==> src/rtl/pipelined_alu.sv <==
// Three-cycle fixed-latency, fully pipelined five-operand ALU.
// Stage 1 captures operands, stage 2 sorts/sums/differences,
// stage 3 forms the median*max product, output stage muxes and divides.
module pipelined_alu (
  input  logic       clk,
  input  logic       rst_n,
  input  logic       in_valid,
  input  logic [1:0] mode,
  input  logic [4:0] in_number1,
  input  logic [4:0] in_number2,
  input  logic [4:0] in_number3,
  input  logic [4:0] in_number4,
  input  logic [4:0] in_number5,
  output logic       out_valid,
  output logic [9:0] out_number
);

  localparam int unsigned OW = 5;   // operand width
  localparam int unsigned RW = 10;  // result width
  localparam int unsigned TW = 7;   // width of the three-operand trimmed sum
  localparam int unsigned NOP = 5;  // number of operands

  // stage 1 state
  logic          v1;
  logic [1:0]    m1;
  logic [OW-1:0] n1_q [NOP];

  // stage 2 state
  logic          v2;
  logic [1:0]    m2;
  logic [RW-1:0] sum2;
  logic [RW-1:0] diff2;
  logic [OW-1:0] med2;
  logic [OW-1:0] max2;
  logic [TW-1:0] tsum2;

  // stage 3 state
  logic          v3;
  logic [1:0]    m3;
  logic [RW-1:0] sum3;
  logic [RW-1:0] diff3;
  logic [RW-1:0] prod3;
  logic [TW-1:0] tsum3;

  // combinational helpers
  logic [OW-1:0] srt [NOP];
  logic [OW-1:0] tmp;
  logic [RW-1:0] sum_c;
  logic [RW-1:0] prod_a_c;
  logic [RW-1:0] prod_b_c;
  logic [RW-1:0] diff_c;
  logic [TW-1:0] tsum_c;
  logic [RW-1:0] result_c;

  // capture a valid operand set; valid bit is cleared on idle cycles
  always_ff @(posedge clk) begin
    if (!rst_n) begin
      v1 <= 1'b0;
      m1 <= '0;
      for (int i = 0; i < int'(NOP); i++) n1_q[i] <= '0;
    end else begin
      v1 <= in_valid;
      m1 <= mode;
      n1_q[0] <= in_number1;
      n1_q[1] <= in_number2;
      n1_q[2] <= in_number3;
      n1_q[3] <= in_number4;
      n1_q[4] <= in_number5;
    end
  end

  // ascending bubble-sort network over the captured operands
  always_comb begin
    tmp = '0;
    for (int i = 0; i < int'(NOP); i++) srt[i] = n1_q[i];
    for (int i = 0; i < int'(NOP) - 1; i++) begin
      for (int j = 0; j < int'(NOP) - 1 - i; j++) begin
        if (srt[j] > srt[j+1]) begin
          tmp      = srt[j];
          srt[j]   = srt[j+1];
          srt[j+1] = tmp;
        end
      end
    end
  end

  // plain sum, trimmed sum and absolute product difference
  always_comb begin
    sum_c    = RW'(n1_q[0]) + RW'(n1_q[1]) + RW'(n1_q[2]) + RW'(n1_q[3]) + RW'(n1_q[4]);
    tsum_c   = TW'(srt[1]) + TW'(srt[2]) + TW'(srt[3]);
    prod_a_c = RW'(n1_q[0]) * RW'(n1_q[1]);
    prod_b_c = RW'(n1_q[2]) * RW'(n1_q[3]);
    diff_c   = (prod_a_c >= prod_b_c) ? (prod_a_c - prod_b_c) : (prod_b_c - prod_a_c);
  end

  // stage 2 register
  always_ff @(posedge clk) begin
    if (!rst_n) begin
      v2    <= 1'b0;
      m2    <= '0;
      sum2  <= '0;
      diff2 <= '0;
      med2  <= '0;
      max2  <= '0;
      tsum2 <= '0;
    end else begin
      v2    <= v1;
      m2    <= m1;
      sum2  <= sum_c;
      diff2 <= diff_c;
      med2  <= srt[2];
      max2  <= srt[4];
      tsum2 <= tsum_c;
    end
  end

  // stage 3 register: median times maximum
  always_ff @(posedge clk) begin
    if (!rst_n) begin
      v3    <= 1'b0;
      m3    <= '0;
      sum3  <= '0;
      diff3 <= '0;
      prod3 <= '0;
      tsum3 <= '0;
    end else begin
      v3    <= v2;
      m3    <= m2;
      sum3  <= sum2;
      diff3 <= diff2;
      prod3 <= RW'(med2) * RW'(max2);
      tsum3 <= tsum2;
    end
  end

  // mode select and floor divide-by-3 of the trimmed sum
  always_comb begin
    result_c = '0;
    case (m3)
      2'd0:    result_c = sum3;
      2'd1:    result_c = prod3;
      2'd2:    result_c = diff3;
      default: result_c = RW'(tsum3 / TW'(3));
    endcase
  end

  // output register; result forced to zero when nothing is due
  always_ff @(posedge clk) begin
    if (!rst_n) begin
      out_valid  <= 1'b0;
      out_number <= '0;
    end else begin
      out_valid  <= v3;
      out_number <= v3 ? result_c : '0;
    end
  end

endmodule

==> config.mk <==
export PLATFORM = sky130hd
export DESIGN_NAME = pipelined_alu
export DESIGN_NICKNAME = d
export VERILOG_FILES = /design/src/rtl/pipelined_alu.sv
export SDC_FILE = /design/constraint.sdc
export NUM_CORES = 1
export LEC_CHECK = 0
export ABC_AREA = 1
export CELL_PAD_IN_SITES_DETAIL_PLACEMENT = 2
export CELL_PAD_IN_SITES_GLOBAL_PLACEMENT = 2
export CORE_MARGIN = 4
export CORE_UTILIZATION = 32
export DETAILED_ROUTE_END_ITERATION = 7
export PLACE_DENSITY_LB_ADDON = 0.1
export RECOVER_POWER = 100
export SYNTH_ARGS = -nofsm -noshare
export SYNTH_HDL_FRONTEND = slang
export SYNTH_SLANG_ARGS = --single-unit
==> constraint.sdc <==
create_clock -name clk -period 10.7 [get_ports clk]
set_clock_uncertainty 0.1 [all_clocks]
set_input_delay 1.605 -clock clk [delete_from_list [all_inputs] [get_ports clk]]
set_output_delay 1.605 -clock clk [all_outputs]
set_load 0.01 [all_outputs]
==> reports/results.ini <==
[clock_network]
cts_tree=yes
cts.sinks=115
ctsHoldBuffers=0
clk_root_buffer_cell=clkbuf_16
path_clk_slew_ns=0.06
cts_buffer_depth=2
clk-insertion-delay-late_ns=0.42
numCtsBuffers=17
htree_levels=4

[route]
totalWireLength_mm=35.2
drc=0
dr.pass1.iters=5
vias=9640
detail_route.wl_per_cell_um=17.7
first_iter_violations=340
via_per_inst=4.85
postRouteAntennaNets=0

[setup_path]
cp.required_ns=10.92
path_common_cell=nand2_1
crit_slowest_cell=fa_1
slowest_delay_ns=0.48
worstPathMaxFanout=11
criticalPathCategory=reg2reg
arrival_ns=10.54
cp-end-kind=flip-flop
start_kind=flip-flop

[floorplanning]
die_w_um=187
start_util_pct=32.4
fp.dieH_um=187
rows=65
io_pins=41
core_mm2=0.0316
die_area_mm2=0.0349

[global_route]
grt_pass1_wl_mm=55.6
grt_overflow=0
grt_max_degree=60
grt_pass1_vias=10600
antenna_found_initial=0
grt_use_total_pct=19.5

[timing]
tightest_slew_ns=0.746
maxSlewViolCount=0
hold_viol=0
timing.hold.ws_ns=0.309
fin_crit_ns=10.32
fmax_ghz=0.0969
post-route-period-util_pct=96.5
slew-limit-headroom_pct=50.2
final-setup-viol-count=0
rsz0062_at_grt=true

[yosys]
yosysTopAreaCell=dfxtp_1
synth_fp_nets=1696
ys_types=44
ys_seq_elements=115
synthTopCellsByArea=dfxtp_1 (23%), ha_1 (17%), nand2_1 (15%), inv_1 (11%), fa_1 (9.6%)
synth.avg_cell_area_um2=6.93
yosys_warnings=0
synth_edf_count=0
yosysSeqAreaShare_pct=22.5
synth.cell_area_mm2=0.0102
synth_ff_type=dfxtp_1
yosys-top-cells-count=nand2_1 (417), inv_1 (301), ha_1 (141), nand3_1 (126), dfxtp_1 (115)
async_reset_ff_share_pct=0
synth_top_area_share_pct=22.5
synth_most_common_cell=nand2_1
postSynthCellCount=1476

[min_path]
hp-class=reg2reg

[final_layout]
area_growth_syn_to_layout_pct=26.6
drive_gt1_share_pct=17.5
fillers=3730
nets=1792
post-route-util_pct=41.0
antenna_cells=0

[placed_design]
place.gp.congestion=0.848
hpwlAfterDp_mm=26.9
port-buffer-count=40

[run]
drv_cap=0

[status]
status=complete, no violations

registers in the layout, summed over array words and instances, names as in the netlist, 5 cells and up:
signal and count:
n1_q 25, diff2 10, diff3 10, out_number 10
prod3 10, sum2 8, sum3 8, tsum2 7
tsum3 7, max2 5, med2 5
final timing paths:
kind              slack [ns]  startpoint  depth (start not counted)       end
setup / recovery        0.38  n1_q[0][9]                         72  tsum2[6]
hold reg to reg         0.31     sum2[0]                          2   sum3[0]
setup reg to reg        0.38  n1_q[0][9]                         72  tsum2[6]
hold / removal          0.31     sum2[0]                          2   sum3[0]
kinds of logic (layout without fill, tap and decap cells):
| group | count (synthesis) | count (layout) | share of synthesized area, % |
|---|---|---|---|
| AOI/OAI and AO/OA | 157 | 157 | 8.78 |
| xor gates and xnor gates | 26 | 26 | 2.23 |
| and+or+nand+nor | 648 | 648 | 27.0 |
| buffers and inverters | 340 | 449 | 12.6 |
| adders and majority gates | 190 | 190 | 26.9 |
| DFF | 115 | 115 | 22.5 |
stage by stage:
stage          setup slack [ns]  TNS [ns]  std cells  cell area, um^2
2_1_floorplan             0.125         0       1476            10200
3_3_place_gp             -0.185    -0.406       1924            11300
4_1_cts                 0.00702         0       1967            12000
6_report                  0.375         0       1987            12900
3_5_place_dp             -0.795     -3.13       1924            11300
5_1_grt                  -0.260    -0.821       1987            12900
cell usage in the layout (no fill, tap or decap), types with 8 or more instances in the layout:
cell type / n
nand3_2: 27
inv_2: 16
nor2_2: 8
a21oi_1: 65
clkbuf_16: 17
ha_4: 19
nand2_2: 38
xnor2_1: 9
nand2_4: 10
o21ai_0: 39
clkdlybuf4s50_1: 28
dfxtp_1: 111
xor2_1: 17
and2_1: 15
nor2_1: 42
fa_1: 47
buf_4: 57
nand3_1: 99
nand2_1: 374
inv_1: 289
dlygate4sd3_1: 11
ha_1: 119
layer usage:
metal / GRT usage, % / share of wire (%) / vias up
met2: 36.3 / 52 / 112
met4: 3.81 / 1.3 / 0
met5: 0 / 0 / -
met1: 24.6 / 45 / 4721
met3: 1.98 / 1.7 / 26
li1: - / - / 4781
area by class of cell:
class | instances | area (um^2) | area share [%]
inverters | 311 | 1180 | 9.14
well taps | 402 | 503 | 3.89
multi-input cells | 1021 | 7430 | 57.4
clock inverters | 14 | 143 | 1.10
repair buffers | 106 | 937 | 7.24
flip-flops and latches | 115 | 2310 | 17.8
clock buffers | 18 | 439 | 3.39
critical path, delay by kind of cell (launching register included):
family                     cells  cell delay (ns)
and+or+nand+nor               38             3.69
DFF                            1             0.33
AOI/OAI and AO/OA             11             1.85
buffers and inverters         14             1.59
adders and majority gates      9             2.63
what timing repair did:
item,CTS,global route
setup endpoints to repair,6,7
endpoints found under the hold margin,0,0
pin swaps,6,54
resized for setup,25,169
setup buffers,11,20
Power is left out: the tool's default activity adds up to more than one toggle a clock period on the data nets, which glitch-free logic cannot reach.
